### src/rtl/mem_access_unit.sv
// rtl/mem_access_unit.sv - MEM-stage load/store unit with sub-word RMW for RAM and raw MMIO access
module mem_access_unit #(
    parameter logic [19:0] MMIO_HI = 20'hFFFFF
) (
    input  logic        clk,
    input  logic        rst,
    input  logic        req_valid,
    output logic        req_ready,
    input  logic        req_we,
    input  logic [2:0]  req_funct3,
    input  logic [31:0] req_addr,
    input  logic [31:0] req_wdata,
    output logic        resp_valid,
    output logic [31:0] resp_rdata,
    output logic        resp_err,
    output logic [31:0] bus_adr,
    output logic [31:0] bus_wdin,
    output logic        bus_we,
    input  logic [31:0] bus_rd
);

    typedef enum logic [2:0] {IDLE, LOAD, RMW_RD, STORE, DONE} state_t;

    state_t      state, state_next;
    logic [2:0]  f3_q;
    logic        we_q;
    logic        err_q;
    logic [31:0] addr_q;
    logic [31:0] wdata_q;
    logic [31:0] data_q;

    logic        req_err;
    logic        req_mmio;
    logic        req_rmw;
    logic        mmio_q;
    logic        rmw_q;
    logic [31:0] word_adr;
    logic [7:0]  byte_sel;
    logic [15:0] half_sel;
    logic [31:0] load_val;
    logic [31:0] merged;

    assign req_mmio = (req_addr[31:12] == MMIO_HI);
    assign req_rmw  = req_we && !req_mmio && (req_funct3 == 3'd0 || req_funct3 == 3'd1);
    assign mmio_q   = (addr_q[31:12] == MMIO_HI);
    assign rmw_q    = we_q && !mmio_q && (f3_q == 3'd0 || f3_q == 3'd1);
    assign word_adr = {addr_q[31:2], 2'b00};

    always_comb begin
        req_err = 1'b0;
        case (req_funct3)
            3'd1, 3'd5: req_err = req_addr[0];
            3'd2:       req_err = (req_addr[1:0] != 2'b00);
            3'd3, 3'd6, 3'd7: req_err = 1'b1;
            default:    req_err = 1'b0;
        endcase
        if (req_we && (req_funct3 == 3'd4 || req_funct3 == 3'd5))
            req_err = 1'b1;
    end

    // MMIO registers sit in the low lanes, so no lane selection there
    always_comb begin
        byte_sel = bus_rd[7:0];
        if (!mmio_q) begin
            case (addr_q[1:0])
                2'd0: byte_sel = bus_rd[7:0];
                2'd1: byte_sel = bus_rd[15:8];
                2'd2: byte_sel = bus_rd[23:16];
                default: byte_sel = bus_rd[31:24];
            endcase
        end
        half_sel = (mmio_q || !addr_q[1]) ? bus_rd[15:0] : bus_rd[31:16];
        case (f3_q)
            3'd0:    load_val = {{24{byte_sel[7]}}, byte_sel};
            3'd1:    load_val = {{16{half_sel[15]}}, half_sel};
            3'd4:    load_val = {24'd0, byte_sel};
            3'd5:    load_val = {16'd0, half_sel};
            default: load_val = bus_rd;
        endcase
    end

    always_comb begin
        merged = data_q;
        if (f3_q == 3'd1) begin
            if (addr_q[1]) merged[31:16] = wdata_q[15:0];
            else           merged[15:0]  = wdata_q[15:0];
        end else begin
            case (addr_q[1:0])
                2'd0: merged[7:0]   = wdata_q[7:0];
                2'd1: merged[15:8]  = wdata_q[7:0];
                2'd2: merged[23:16] = wdata_q[7:0];
                default: merged[31:24] = wdata_q[7:0];
            endcase
        end
    end

    always_comb begin
        state_next = state;
        bus_adr    = 32'd0;
        bus_wdin   = 32'd0;
        bus_we     = 1'b0;
        case (state)
            IDLE: begin
                if (req_valid) begin
                    if (req_err)       state_next = DONE;
                    else if (!req_we)  state_next = LOAD;
                    else if (req_rmw)  state_next = RMW_RD;
                    else               state_next = STORE;
                end
            end
            LOAD: begin
                bus_adr    = mmio_q ? addr_q : word_adr;
                state_next = DONE;
            end
            RMW_RD: begin
                bus_adr    = word_adr;
                state_next = STORE;
            end
            STORE: begin
                bus_we     = 1'b1;
                bus_adr    = rmw_q ? word_adr : addr_q;
                bus_wdin   = rmw_q ? merged : wdata_q;
                state_next = DONE;
            end
            DONE:    state_next = IDLE;
            default: state_next = IDLE;
        endcase
    end

    always_ff @(posedge clk) begin
        if (rst) begin
            state   <= IDLE;
            f3_q    <= 3'd0;
            we_q    <= 1'b0;
            err_q   <= 1'b0;
            addr_q  <= 32'd0;
            wdata_q <= 32'd0;
            data_q  <= 32'd0;
        end else begin
            state <= state_next;
            if (state == IDLE && req_valid) begin
                f3_q    <= req_funct3;
                we_q    <= req_we;
                err_q   <= req_err;
                addr_q  <= req_addr;
                wdata_q <= req_wdata;
                data_q  <= 32'd0;
            end
            if (state == LOAD)   data_q <= load_val;
            if (state == RMW_RD) data_q <= bus_rd;
        end
    end

    assign req_ready  = (state == IDLE);
    assign resp_valid = (state == DONE);
    assign resp_err   = (state == DONE) && err_q;
    assign resp_rdata = (state == DONE && !we_q && !err_q) ? data_q : 32'd0;

endmodule

### config.mk
export PLATFORM = sky130hd
export DESIGN_NAME = mem_access_unit
export DESIGN_NICKNAME = d
export VERILOG_FILES = /design/src/rtl/mem_access_unit.sv
export SDC_FILE = /design/constraint.sdc
export NUM_CORES = 1
export LEC_CHECK = 0
export ABC_AREA = 1
export CORE_ASPECT_RATIO = 0.5
export CORE_UTILIZATION = 45
export DETAILED_ROUTE_END_ITERATION = 10
export HOLD_SLACK_MARGIN = 0.15
export PLACE_DENSITY = 0.78
export SLEW_MARGIN = 20
export SYNTH_ARGS = -nofsm -noshare
export SYNTH_HDL_FRONTEND = slang
export SYNTH_SLANG_ARGS = --single-unit
### constraint.sdc
create_clock -name clk -period 2.1 [get_ports clk]
set_input_delay 0.315 -clock clk [delete_from_list [all_inputs] [get_ports clk]]
set_output_delay 0.315 -clock clk [all_outputs]
set_load 0.02 [all_outputs]
# --- Word level (Yosys, flattened, before mapping) ---
# Index checks and enable logic that the tools add are counted.
totals:
  reg_bits: 104
  word_cells: 82
  output_inout_bits: 100
classes:
  n_eq_ne: 19
  n_mux: 28
  reduce_logical: 28
op_table:
  columns: ["op", "count"]
  rows:
  - ["2-to-1 mux 32 bit", 7]
  - ["one-hot mux 32 bit (4 select lines)", 1]
  - ["one-hot mux 32 bit (3 select lines)", 1]
  - ["2-to-1 mux 16 bit", 3]
  - ["== test 20 bit, second input constant", 2]
  - ["2-to-1 mux 8 bit", 5]
  - ["one-hot mux 8 bit (3 select lines)", 1]
  - ["== test 3 bit, second input constant", 7]
  - ["== test 3 x 2 -> 1 bit, second input constant", 4]
  - ["== test 3 x 1 -> 1 bit, second input constant", 3]
  - ["logical AND 1 bit", 9]
  - ["zero test 3 bit", 3]
  - ["one-hot mux 3 bit (3 select lines)", 1]
  - ["2-to-1 mux 2 bit", 3]
  - ["2-to-1 mux 3 bit", 2]
  - ["OR reduction 3 bit", 2]
  - ["zero test 1 bit", 5]
  - ["logical OR 1 bit", 4]
  - ["OR reduction 2 bit", 2]
  - ["2-to-1 mux 1 bit", 3]
  - ["one-hot mux 1 bit (3 select lines)", 1]
  - ["nonzero test 3 bit", 1]
  - ["== test 2 x 1 -> 1 bit, second input constant", 1]
  - ["== test 2 bit, second input constant", 1]
  - ["3 further kinds", 3]

# --- Depth between registers and ports, before layout ---
# Gate-level depths: netlist of the first run.
depth:
  word_depth: 9
  ltp_mapped: 13
  depth_no_buf: 11

# --- Worst setup path before layout of the first run ---
# Ideal clock, no wire load.
synth_path:
  kind: "reg2out"
  from: "reg addr_q[1]"
  to: "out bus_wdin[6]"
  path_slack_ns: 0.166
  required_ns: 1.785
  path_stages_with_launch: 8
  arrival_ns: 1.619
  cell_sequence: "dfxtp_1 buf_4 buf_4 clkbuf_1 o21ai_0 nand2_1 a21oi_1 a211oi_1"
synth_between:
  elab_chain_len: 5
  elab_cells_between_ends: 6
  classes_between: "5 x mux; 1 x reduce/logical"
synth_rtl:
  columns: ["item", "line_no", "text"]
  rows:
  - ["start: declaration", "28", "logic [31:0] addr_q;"]
  - ["start signal: assignment", "145", "addr_q <= req_addr;"]
  - ["zero test 2 bit", "88", "case (addr_q[1:0])"]
  - ["2-to-1 mux 8 bit", "88", null]
  - ["2-to-1 mux 32 bit *", "84", "if (f3_q == 3'd1) begin"]
  - ["2-to-1 mux 32 bit *", "122", "bus_wdin = rmw_q ? merged : wdata_q;"]
  - ["2-to-1 mux 32 bit *", "102", "case (state)"]
  - ["end: declaration", "17", "output logic [31:0] bus_wdin,"]
# Mark *: on every way between the ends. The rest lies on a longest branch, timed or not.

# --- Worst setup path after layout of the first run ---
layout_path:
  from: "reg addr_q[25]"
  to: "out bus_wdin[7]"
layout_between:
  elab_chain_len: 6
layout_rtl:
  columns: ["item", "line_no", "text"]
  rows:
  - ["== test 20 bit", "45", "assign mmio_q = (addr_q[31:12] == MMIO_HI);"]
  - ["zero test 1 bit", null, null]
  - ["logical AND 1 bit (2 in a row)", "46", "assign rmw_q = we_q && !mmio_q && (f3_q == 3'd0 || f3_q == 3'd1);"]
  - ["2-to-1 mux 32 bit", "122", null]
  - ["2-to-1 mux 32 bit", "102", null]
# No other way between the ends.

==> flow_metrics.tcl, run 1 <==
set metrics [dict create \
    vias 8239 \
    viasPerCell 5.48 \
    stdcell_count 1503 \
    reg2reg_slack_ns 0.07 \
    finClkSkew_ns 0.0119 \
    powerDensity_nw_per_um2 632 \
    place_inst 1482 \
    postRouteAntennaNets 0 \
    synthCells 1082 \
    cts_buffers 9 \
    worst_slack_ns -0.178 \
    worstMarginPinSlew_ns 0.630 \
    track_usage 0.329 \
    cp_slowest_cell "dfxtp_2" \
    drv_slew 0 \
    hold_path_startpoint "wdata_q[22]" \
    period_share 1.08 \
    yosysTopAreaCell "dfxtp_1" \
    gp_congestion 1.00 \
    rsz0062_at_grt "yes" \
    cp.arrival_ns 1.96 \
    regToRegStartpoint "state[2]" \
    ys_top_cells_by_area "dfxtp_1 32%, a21oi_1 12%, nand2_1 11%, inv_1 9.4%, o21ai_0 6.9%" \
    cts_sinks 104 \
    crit_path_start_kind "flop" \
    hold_depth 2 \
    die-height_um 87.6 \
    hpwl_um 18700 \
    synth_mux_area_frac 0 \
    fmax_mhz 439 \
    ctsLongestPathBuffers 2 \
    antenna_found_initial 1 \
    grt_pass1_vias 7630 \
    hold_path.class "reg2reg" \
    synth_top_area_share 0.315 \
    path_common_cell "nand2_2" \
    grt-ovfl-total 0 \
    initial_utilization 0.474 \
    cp_num_buf_inv 2 \
    final_nets 1408 \
    ys_seq_elements 104 \
    synth_top_family_by_area "compound AO/OA/AOI/OAI gates" \
    path_clk_slew_ns 0.08 \
    total_power_uw 6120 \
    synth_edf_count 0 \
    final_common_cell "nand2_1" \
    post-route-util 0.695 \
    avgRoutedWirePerCell_um 17.0 \
    cts_tree "yes" \
    min_period_ns 2.28 \
    ys_warn_count 0 \
    crit_type "reg2out" \
    synthAdderAreaFrac 0 \
    port_buffers 202 \
    grt_max_degree 75 \
    drt_iter0_drc 844 \
    p_leak_uw 0.00409 \
    dr.pass1.iters 5 \
    final_cell_mix "195 x nand2_1, 165 x inv_1, 146 x a21oi_1" \
    ir_drop_uv 389 \
    die_w_um 173 \
    synth.yosys.seq_area_share 0.315 \
    synth_compound_area_frac 0.277 \
    worst-path-stages 10 \
    hold_end "wdata_q[22]" \
    drc 0 \
    synth_xor_area_frac 0 \
    io_pins 203 \
    hold_ws_ns 0.454 \
    syn2layout_area_growth_pct 46.6 \
    core_area_sq_um 13900 \
    seq_area_sq_um 2090 \
    drt_wl_total_um 25500 \
    reg2reg_depth 10 \
    cp_slowest_stage_delay_ns 0.35 \
    maxSlewHeadroom 0.575 \
    syn-num-nets 1185 \
    crit_required_ns 1.78 \
    cts_htree_levels 3 \
    path_cells "nand2_2, nor2_1, nand2_1, nor2_2, nand2_2, nand4_4, buf_12, a21oi_2, a211oi_2, buf_4" \
    syn_area_sq_um 6600 \
    stdcell_area_sq_um 9680 \
    die-area_sq_um 15200 \
    async_flop_share 0 \
    path_max_fanout 33 \
    hold_viol_final 0 \
    drv_cap 0 \
    synth-main-ff-cell "dfxtp_1" \
    rows 30 \
    crit_path_end_kind "output pin" \
    fill_cells 1223 \
    cp_top_family "simple AND/OR/NAND/NOR gates" \
    ys_types 34 \
    multi_input_area_sq_um 3860 \
    synth_area_per_cell_sq_um 6.10 \
    setup_viol 34 \
    violations "negative setup slack" \
    worstReg2RegEnd "data_q[27]" \
    status "finished with violations" \
    clkLatencyLatePin_ns 0.36 \
    grt_pass1_wl_um 39100 \
    yosys.area_share.simple 0.256 \
    drive_gt1_frac 0.202 \
    cts-root-buf "clkbuf_16" \
    placed_area_sq_um 9220 \
]
[synth_stat cells (2+ instances only)]
cell and instances:
o31ai_2 2, buf_6 5, nor2_1 121, nand3_2 2
inv_4 2, nor2_4 2, nand2_2 3, inv_1 165
clkbuf_1 45, nor3_1 22, buf_4 3, dfxtp_1 104
nand3_4 2, o211ai_1 11, a21oi_1 159, buf_2 14
nand3_1 27, nand2_4 4, o21ai_2 3, nand2_1 200
nor2_2 4, o21ai_0 91, o22ai_1 38, nand4_1 8
o21ai_1 19, inv_2 6, a211oi_1 8, o31ai_1 6
[kinds of logic (layout without fill, tap and decap cells)]
| logic type | after synthesis | count (layout) |
|---|---|---|
| AND/OR/NAND/NOR | 397 | 398 |
| AO/OA/AOI/OAI | 338 | 338 |
| buffers and inverters | 243 | 470 |
| flip-flops | 104 | 104 |
| other | 0 | 1 |
[worst reg2reg max path, cell delays in order, from the launching register on]
cell and delay, ns:
dfxtp_1 0.36, inv_2 0.06, nand2_1 0.10, nor2_2 0.07, inv_2 0.06, buf_4 0.30, nand3_2 0.26, buf_4 0.31
o22ai_1 0.16, inv_1 0.06, a21oi_1 0.19
[sequential cells by signal (all words and copies together) (netlist names)]
name	flops
f3_q	3
addr_q	32
data_q	32
wdata_q	32
we_q	1
state	3
err_q	1
[worst max path at each step]
stage                    start           end  slack, ns
floorplan            addr_q[1]   bus_wdin[6]       0.17
global placement    addr_q[22]   bus_wdin[5]      -0.27
detailed placement  addr_q[22]   bus_wdin[5]      -0.28
CTS                 addr_q[22]   bus_wdin[1]      -0.19
global route        addr_q[22]  bus_wdin[17]      -0.31
finish              addr_q[25]   bus_wdin[7]      -0.18
[final cells by class]
| cell class | instances | share of cell area |
|---|---|---|
| well taps | 192 | 0.0248 |
| flip-flops and latches | 104 | 0.216 |
| repair buffers | 279 | 0.257 |
| clock inverters | 6 | 0.00866 |
| multi-input cells | 736 | 0.399 |
| clock buffers | 10 | 0.0237 |
| diodes | 1 | 0.000259 |
| inverters | 175 | 0.0700 |
[metrics by stage]
step | setup TNS (ns) | setup WS (ns)
after floorplan | 0 | 0.166
after global placement | -7.05 | -0.266
after detailed placement | -7.82 | -0.281
after CTS | -4.15 | -0.188
after global routing | -8.42 | -0.305
final | -4.35 | -0.178
[where the power goes]
part           switching (uW)  internal [uW]  leakage [uW]
Clock                     877            960      0.000153
Combinational            1210            802       0.00308
Sequential                117           2150      0.000858
[timing repair]
item / in CTS / in global routing
gates cloned: 3 / 1
endpoints found under the hold margin: 0 / 0
hold buffers: 0 / 0
pin swaps: 12 / 12
gates resized for setup: 303 / 134
setup endpoints to repair: 99 / 99
setup buffers: 0 / 0
[layer usage]
metal / share of wire / global-route usage / wire length (um) / vias to the layer above
li1: - / - / - / 3964
met5: 0 / 0 / 0 / -
met2: 0.45 / 0.532 / 11400 / 422
met3: 0.10 / 0.0790 / 2620 / 38
met1: 0.44 / 0.446 / 11200 / 3815
met4: 0.013 / 0.0764 / 325 / 0
(Power assumes the default switching activity.)
==> run 2, diff against run 1 <==
- HOLD_SLACK_MARGIN: 0.15 -> default
==> results of run 2 <==
The final DEF is identical to that of run 1; final timing and power are the same.
==> run 3, diff against run 2 <==
- CORE_ASPECT_RATIO: 0.5 -> 0.75
==> run 3 against run 2 <==
Compared with the run above: the flow still finishes with violations (negative setup slack); register-to-register slack gained 0.05 ns; first-iteration DRC count increased by 7.8%; non-clock buffer count grew 17; largest power group unchanged.
==> flow_metrics.tcl, run 3 (same netlist as run 1, synthesis figures left out) <==
set metrics [dict create \
    final_nets 1424 \
    worstMarginPinSlew_ns 0.464 \
    placed_area_sq_um 9270 \
    maxSlewHeadroom 0.690 \
    p_int_uw 3890 \
    clkLatencyLatePin_ns 0.35 \
    drt_iter0_drc 910 \
    hpwl_um 18900 \
    pwr-share-seq 0.376 \
    drt_wl_total_um 25800 \
    rsz0062_at_grt "yes" \
    violations "negative setup slack" \
    die_w_um 142 \
    reg_top3 "addr_q (32), data_q (32), wdata_q (32)" \
    die-area_sq_um 15200 \
    p_clk_frac 0.299 \
    hold_depth 2 \
    core_area_sq_um 14000 \
    ctsLongestPathBuffers 2 \
    antenna_found_initial 1 \
    crit_path_end_kind "output pin" \
    hold_path_startpoint "addr_q[9]" \
    port_buffers 202 \
    reg2reg_slack_ns 0.12 \
    final_common_cell "nand2_1" \
    viasPerCell 5.39 \
    p_switching_uw 2130 \
    crit_required_ns 1.78 \
    period_share 1.10 \
    grt_pass1_wl_um 39800 \
    cp.arrival_ns 2.00 \
    pre_cts_ws_ns -0.327 \
    worst_slack_ns -0.220 \
    grt_pass1_vias 7502 \
    syn2layout_area_growth_pct 46.4 \
    regToRegStartpoint "addr_q[24]" \
    powerDensity_nw_per_um2 623 \
    cts_tree "yes" \
    ir_drop_uv 416 \
    grt_max_degree 75 \
    drv_slew 0 \
    combPwrFrac 0.325 \
    avgRoutedWirePerCell_um 16.9 \
    vias 8209 \
    rows 37 \
    stdcell_area_sq_um 9660 \
    setup_viol 34 \
    hold_end "addr_q[9]" \
    cts-root-buf "clkbuf_16" \
    crit_type "reg2out" \
    sw_frac_of_total 0.353 \
    min_period_ns 2.32 \
    hold_path.class "reg2reg" \
    cts_sinks 104 \
    drive_gt1_frac 0.210 \
    cts_htree_levels 3 \
    hold_viol_final 0 \
    finClkSkew_ns 0.00538 \
    initial_utilization 0.471 \
    path_clk_slew_ns 0.08 \
    dr.pass1.iters 6 \
    final_cell_mix "193 x nand2_1, 165 x inv_1, 144 x a21oi_1" \
    die-height_um 107 \
    gp_congestion 0.995 \
    io_pins 203 \
    track_usage 0.338 \
    worstReg2RegEnd "data_q[27]" \
    drv_cap 0 \
    postRouteAntennaNets 0 \
    grt-ovfl-total 0 \
    status "finished with violations" \
    drc 0 \
    crit_path_start_kind "flop" \
    p_leak_uw 0.00414 \
    reg2reg_depth 13 \
    cts_buffers 9 \
    path_max_fanout 7 \
    fmax_mhz 431 \
]
==> run 3: stage by stage <==
step | hold WS (ns) | setup TNS (ns) | instances | utilization | total power (uW)
floorplan | 0.430 | 0 | 1082 | - | 3340
global placement | 0.437 | -7.92 | 1495 | 0.661 | 4060
detailed placement | 0.443 | -10.58 | 1495 | 0.661 | 4080
CTS | 0.455 | -5.82 | 1520 | 0.695 | 5960
global route | 0.465 | -8.53 | 1521 | 0.688 | 6290
finish | 0.453 | -5.66 | 1522 | 0.689 | 6020
==> run 3: cell type report <==
cell class | instances | area [sq um]
Timing Repair Buffer | 296 | 2610
Tap cell | 195 | 244
Clock buffer | 9 | 225
Sequential cell | 104 | 2090
Clock inverter | 7 | 86.3
Antenna cell | 1 | 2.50
Multi-Input combinational cell | 735 | 3730
Fill cell | 1258 | 4370
Inverter | 175 | 672
==> run 3: what timing repair did <==
| action | 4_1_cts | 5_1_grt |
|---|---|---|
| hold buffers | 0 | 0 |
| endpoints found under the setup margin | 99 | 90 |
| pin swaps | 7 | 24 |
| resized for setup | 355 | 112 |
| gates cloned | 3 | 0 |
| buffers inserted | 6 | 3 |
==> run 3: worst max-delay path, stage by stage (launching register included) <==
cell,delay (ns)
dfxtp_2,0.35
nand2_2,0.05
nor2_2,0.12
nand2_2,0.08
nor2_4,0.17
nand2_4,0.08
nand4_4,0.12
buf_6,0.17
buf_6,0.11
a21oi_2,0.03
a211oi_2,0.20
buf_4,0.18
==> run 3: metal layers <==
metal / share of wire / global-route usage / up-vias
met5: 0 / 0 / -
met4: 0.014 / 0.0737 / 0
met2: 0.41 / 0.493 / 428
met3: 0.11 / 0.0706 / 36
met1: 0.46 / 0.503 / 3763
li1: - / - / 3982
==> run 3: how the worst max path moves through the flow <==
| stage | start | to | slack [ns] | depth (start not counted) |
|---|---|---|---|---|
| floorplan | addr_q[1] | bus_wdin[6] | 0.17 | 7 |
| global placement | addr_q[25] | bus_wdin[2] | -0.27 | 10 |
| detailed placement | addr_q[26] | bus_wdin[0] | -0.33 | 10 |
| CTS | addr_q[26] | bus_wdin[2] | -0.23 | 12 |
| global route | addr_q[24] | bus_wdin[20] | -0.30 | 12 |
| finish | addr_q[24] | bus_wdin[0] | -0.22 | 11 |
==> run 3: power groups by stage <==
stage	Sequential, uW	Clock (uW)	Combinational (uW)
2_1_floorplan	2260	0	1080
4_1_cts	2250	1810	1900
3_5_place_dp	2290	0	1790
6_report	2260	1800	1960
5_1_grt	2280	1890	2130
3_3_place_gp	2290	0	1780
==> variant 1 (settings of run 1) <==
Encoding of `state_t`: now one-hot (5 bits for 5 states).
--- a/src/rtl/mem_access_unit.sv
+++ b/src/rtl/mem_access_unit.sv
@@ -19,7 +19,7 @@
     input  logic [31:0] bus_rd
 );
 
-    typedef enum logic [2:0] {IDLE, LOAD, RMW_RD, STORE, DONE} state_t;
+    typedef enum logic [4:0] {IDLE = 5'b00001, LOAD = 5'b00010, RMW_RD = 5'b00100, STORE = 5'b01000, DONE = 5'b10000} state_t;
 
     state_t      state, state_next;
     logic [2:0]  f3_q;
Formal check against the unedited RTL: same outputs for any inputs over 4 cycles, from zero or initial values and one cycle with rst high; so few cycles prove little.
==> variant 1 against run 1 <==
The run still ends with setup timing left. Clock skew up 0.0099 ns. Count of clock-buffer cells in the layout unchanged. Worst setup slack worse by 0.27 ns. Design area up 12%. Routed wire length up 12%. Sequential cell count up 2. Synthesized area down 3.3%. Fmax down 10%. Via count up 2.7%.
Power is not compared: it rests on default switching activity, and its combinational part moved more than twofold at a synthesized area within 25%.
==> variant 1: results (changes against run 1) <==
Status
  • Status: finished, violations left
  • Failing checks: setup timing

Cells and area
  • Bufs w/o clock: 342 (+23%)
  • Multi-input combinational cell count: 694 (-5.7%)
  • Layout Utilization: 0.794 (+0.0993)
  • Signal inverters: 146 (-17%)
  • Non-Filler Instances: 1496 (-0.47%)
  • Fraction of area in multi-input gates: 0.384 (-0.0150)
  • Non-Clock Buffer Area Fraction: 0.316 (+0.0591)
  • Seq_cells: 106 (+1.9%)
  • Fillers: 931 (-24%)

Logic synthesis
  • Synth Net Count: 1110 (-6.3%)
  • Synth Area in Compound Gates: 0.299 (+0.0216)
  • Synth top area cells: dfxtp_1 (33%), a21oi_1 (12%), o21ai_0 (10%), nand2_1 (9.2%), inv_1 (8.1%)
  • Synth unique cells: 39 (+15%)
  • Post-synthesis sequential area ratio: 0.332 (+0.0170)
  • Syn Area/Cell: 6.34 sq um (+3.9%)
  • Post-synthesis adder-cell area fraction: 0 (unchanged)
  • Top cells by count, synth: nand2_1 (156), a21oi_1 (151), inv_1 (138), o21ai_0 (129), nor2_1 (114)

Placed design
  • Dpl cells: 1436 (-3.1%)
  • HPWL Detailed: 18300 um (-2.2%)
  • Gp weighted congestion: 0.937 (-6.4%)
  • Setup WS pre-CTS: -0.480 ns (-0.200 ns)

Setup path
  • Crit path max-delay cell type: dfxtp_1
  • Worst Path Arrival: 2.23 ns (+0.27 ns)
  • Crit Path Max Fanout: 8 (-76%)

Timing
  • Final worst slack: -0.444 ns (-0.267 ns)
  • Final setup fails: 95 (+180%)
  • Worst slew margin: 0.660 (+0.0849)
  • Skew final: 0.0218 ns (+0.00990 ns)
  • TNS Setup: -19.28 ns (-14.93 ns)

Route
  • DRT iter0 DRCs: 789 (-6.5%)
  • Met3 routed wirelength: 2800 um (+6.9%)
  • DR WL/cell: 19.1 um (+12%)
  • Total number of vias: 8458 (+2.7%)
  • Met2 routed WL: 13200 um (+16%)
  • M1 WL: 11600 um (+3.7%)

Clock network
  • Setup Buffers After CTS: 18 (+18)
  • CTS Buf Count: 9 (unchanged)
  • Post-cts sizing count: 589 (+94%)
  • Largest buffer count on any clock path: 2 (unchanged)

Global route
  • Total GRT Usage: 0.350 (+0.0208)
  • Number of global-route vias before repair: 7677 (+0.62%)
  • Pin count of the biggest net entering global routing: 59 (-21%)
  • GR met1 Demand/Resource: 0.458 (+0.0111)
  • Grt met2 use: 0.587 (+0.0556)
  • Initial antenna violation count: 0 (-1)
  • Met3 global-route usage: 0.0776 (-0.00137)

Die
  • Die area: 14700 sq um (-3.2%)

Power and ir drop
  • Worst vdd ir: 0.000550 V
  • P_sw: ~4 mW
[variant 1: changes by cell type after synthesis, sizes merged, moves of 7 or more]
cell	run 1	this run
a211oi	8	25
a31oi	0	9
inv	173	145
nand2	207	165
nor2	127	119
o211a	0	7
o21ai	113	131
o22ai	38	6
o31ai	8	1
[variant 1: kinds of logic after synthesis]
logic type             after synthesis
AND/OR/NAND/NOR                    347
flip-flops                         106
buffers and inverters              208
AO/OA/AOI/OAI                      346
[variant 1: path summary, 6_finish.rpt]
path	start	endpoint	slack [ns]	depth (start not counted)
max	addr_q[12]	bus_wdin[8]	-0.44	12
min	wdata_q[20]	wdata_q[20]	0.46	2
max reg2reg	state[4]	data_q[5]	0.07	9
min reg2reg	wdata_q[20]	wdata_q[20]	0.46	2
[variant 1: worst max-delay path, delay by kind of cell, from the launching register on]
| family | cells | cell delay [ns] |
|---|---|---|
| and+or+nand+nor | 7 | 0.78 |
| DFF | 1 | 0.35 |
| AOI/OAI and AO/OA | 1 | 0.23 |
| buffers and inverters | 4 | 0.51 |
==> variant 2 (settings of run 1) <==
Without the edit above. `MMIO_HI`: 20'hFFFFF -> 20'hBFFFF.
--- a/src/rtl/mem_access_unit.sv
+++ b/src/rtl/mem_access_unit.sv
@@ -1,6 +1,6 @@
 // rtl/mem_access_unit.sv - MEM-stage load/store unit with sub-word RMW for RAM and raw MMIO access
 module mem_access_unit #(
-    parameter logic [19:0] MMIO_HI = 20'hFFFFF
+    parameter logic [19:0] MMIO_HI = 20'hBFFFF
 ) (
     input  logic        clk,
     input  logic        rst,
Check against the original RTL: not equivalent (Yosys sat finds a counterexample within 4 cycles, from zero or initial values and one cycle with rst high).
==> variant 2 against run 1 <==
Design area decreased by 2.1%. Largest cell class unchanged. Synthesized area decreased by 2.1%. Critical path depth increased by 5. Routed wire length decreased by 4.3%. Power decreased by 2.6%. Critical path type unchanged. Largest power group unchanged. Worst setup slack got worse by 0.13 ns. Sequential cell count unchanged. The run still ends with setup timing left.
==> variant 2: results (changes against run 1) <==
Setup path
  • Worst reg-to-reg path cell count: 11 (+1)
  • Top delay family on crit path: simple AND/OR/NAND/NOR gates
  • Crit path max-delay cell type: dfxtp_2
  • Reg2reg start: addr_q[1]
  • Crit Path Max Fanout: 7 (-79%)
  • CP startpoint: addr_q[19]
  • Worst Path Arrival: 2.09 ns (+0.13 ns)
  • Slowest stage delay, CP: 0.33 ns (-0.02 ns)

Logic synthesis
  • Post-Synthesis Cells: 1034 (-4.4%)
  • Syn. warnings: 0 (unchanged)
  • Synth unique cells: 35 (+2.9%)
  • Synth Net Count: 1137 (-4.1%)
  • Post-synthesis sequential area ratio: 0.322 (+0.00672)
  • Synth top area cells: dfxtp_1 (32%), nand2_1 (10%), a21oi_1 (10%), inv_1 (10%), nor2_1 (7.3%)
  • Top cells by count, synth: nand2_1 (174), inv_1 (172), a21oi_1 (129), nor2_1 (126), dfxtp_1 (104)
  • Asr flop ratio synth: 0 (unchanged)

Route
  • Drt pass-1 iters: 5 (unchanged)
  • DRT iter0 DRCs: 857 (+1.5%)
  • Post-Route WL: 24400 um (-4.3%)
  • Vias per Instance: 5.39 (-1.7%)
  • DR WL/cell: 16.8 um (-1.1%)

Placed design
  • Gp weighted congestion: 0.909 (-9.2%)
  • HPWL Detailed: 17500 um (-6.3%)
  • Dpl cells: 1416 (-4.5%)
  • Port buffer count: 202 (unchanged)
  • Setup WS pre-CTS: -0.260 ns (+0.0204 ns)
  • Area after DPL: 8900 sq um (-3.5%)

Power and ir drop
  • Pleak: 4.21 nW (+3.0%)
  • Worst vdd ir: 0.000433 V (+11%)

Clock network
  • Largest buffer count on any clock path: 2 (unchanged)
  • CTS H-tree lvls: 3 (unchanged)
  • Clock slew at reported path FFs: 0.08 ns (about the same)
  • Clk root buf: clkbuf_16
  • Skew-Pair Late Insertion Delay: 0.35 ns
  • CTS Buf Count: 9 (unchanged)

Cells and area
  • Ant diodes: 0 (-1)
  • Seq. cell area: 2090 sq um (about the same)
  • Share of layout cells above drive strength 1: 0.200 (-0.00121)
  • Fillers: 1222 (-0.082%)
  • Biggest regs: addr_q x32, data_q x32, wdata_q x32

Timing
  • Worst slew pin tran: 0.488 ns (-0.143 ns)
  • TNS Setup: -6.53 ns (-2.18 ns)
  • Final worst slack: -0.306 ns (-0.128 ns)
  • Final setup fails: 34 (unchanged)
  • Skew final: 0.00650 ns (-0.00539 ns)

Global route
  • Initial antenna violation count: 0 (-1)
  • Total GRT Usage: 0.322 (-0.00751)
  • Pin count of the biggest net entering global routing: 138 (+84%)
  • Number of global-route vias before repair: 7094 (-7.0%)
  • First-pass GRT wire length: 36800 um (-6.0%)

Min path
  • HP Start: wdata_q[20]
  • Hold Crit Depth: 2 (unchanged)
  • Worst hold path type: reg2reg

Flow run
  • Maxcap violations: 0 (unchanged)

Status
  • Status: finished, violations left
  • Failing checks: setup timing
==> variant 2: final timing paths <==
check                           slack (ns)           to
worst max register to register        0.19   data_q[27]
worst max-delay path                 -0.31  bus_wdin[7]
worst min-delay path                  0.45  wdata_q[20]
worst min register to register        0.45  wdata_q[20]
==> variant 2: final cells by class <==
cell class              count  area share
multi-input cells         689       0.383
repair buffers            274       0.265
flip-flops and latches    104       0.221
inverters                 180      0.0722
well taps                 192      0.0253
clock buffers               9      0.0238
clock inverters             7      0.0100
==> variant 2: worst reg2reg max path, stage by stage, from the launching register on <==
cell and delay (ns):
dfxtp_2 0.39, buf_4 0.35, o21ai_0 0.16, nand3_1 0.09, nand2_1 0.05, inv_1 0.06, nand2_2 0.05, nand3_2 0.08
nand2_4 0.10, nand2_4 0.24, nand2_1 0.08, a21oi_1 0.17
==> variant 2: report_power, final <==
part	total, mW	leakage [nW]	internal (mW)	switching [mW]
clock	1.82	0.157	0.962	0.854
sequential	2.23	0.858	2.15	0.0846
combinational	1.91	3.19	0.766	1.15
==> variant 2: repair_timing <==
item / CTS / global route
gates cloned: 3 / 0
pin swaps: 10 / 21
setup endpoints to repair: 99 / 79
resized for setup: 311 / 93
setup buffers: 16 / 8
==> variant 2: layer usage <==
layer	up-vias	track usage	share of wire
li1	3774	-	-
met1	3646	0.453	0.46
met2	378	0.502	0.44
met3	44	0.0607	0.082
met4	0	0.0828	0.022
met5	-	0	0
==> variant 2: cell families after synthesis <==
logic type / count (synthesis) / synth area share
compound gates: 286 / 0.251
buf+inv: 242 / 0.153
simple gates: 402 / 0.273
flops: 104 / 0.322
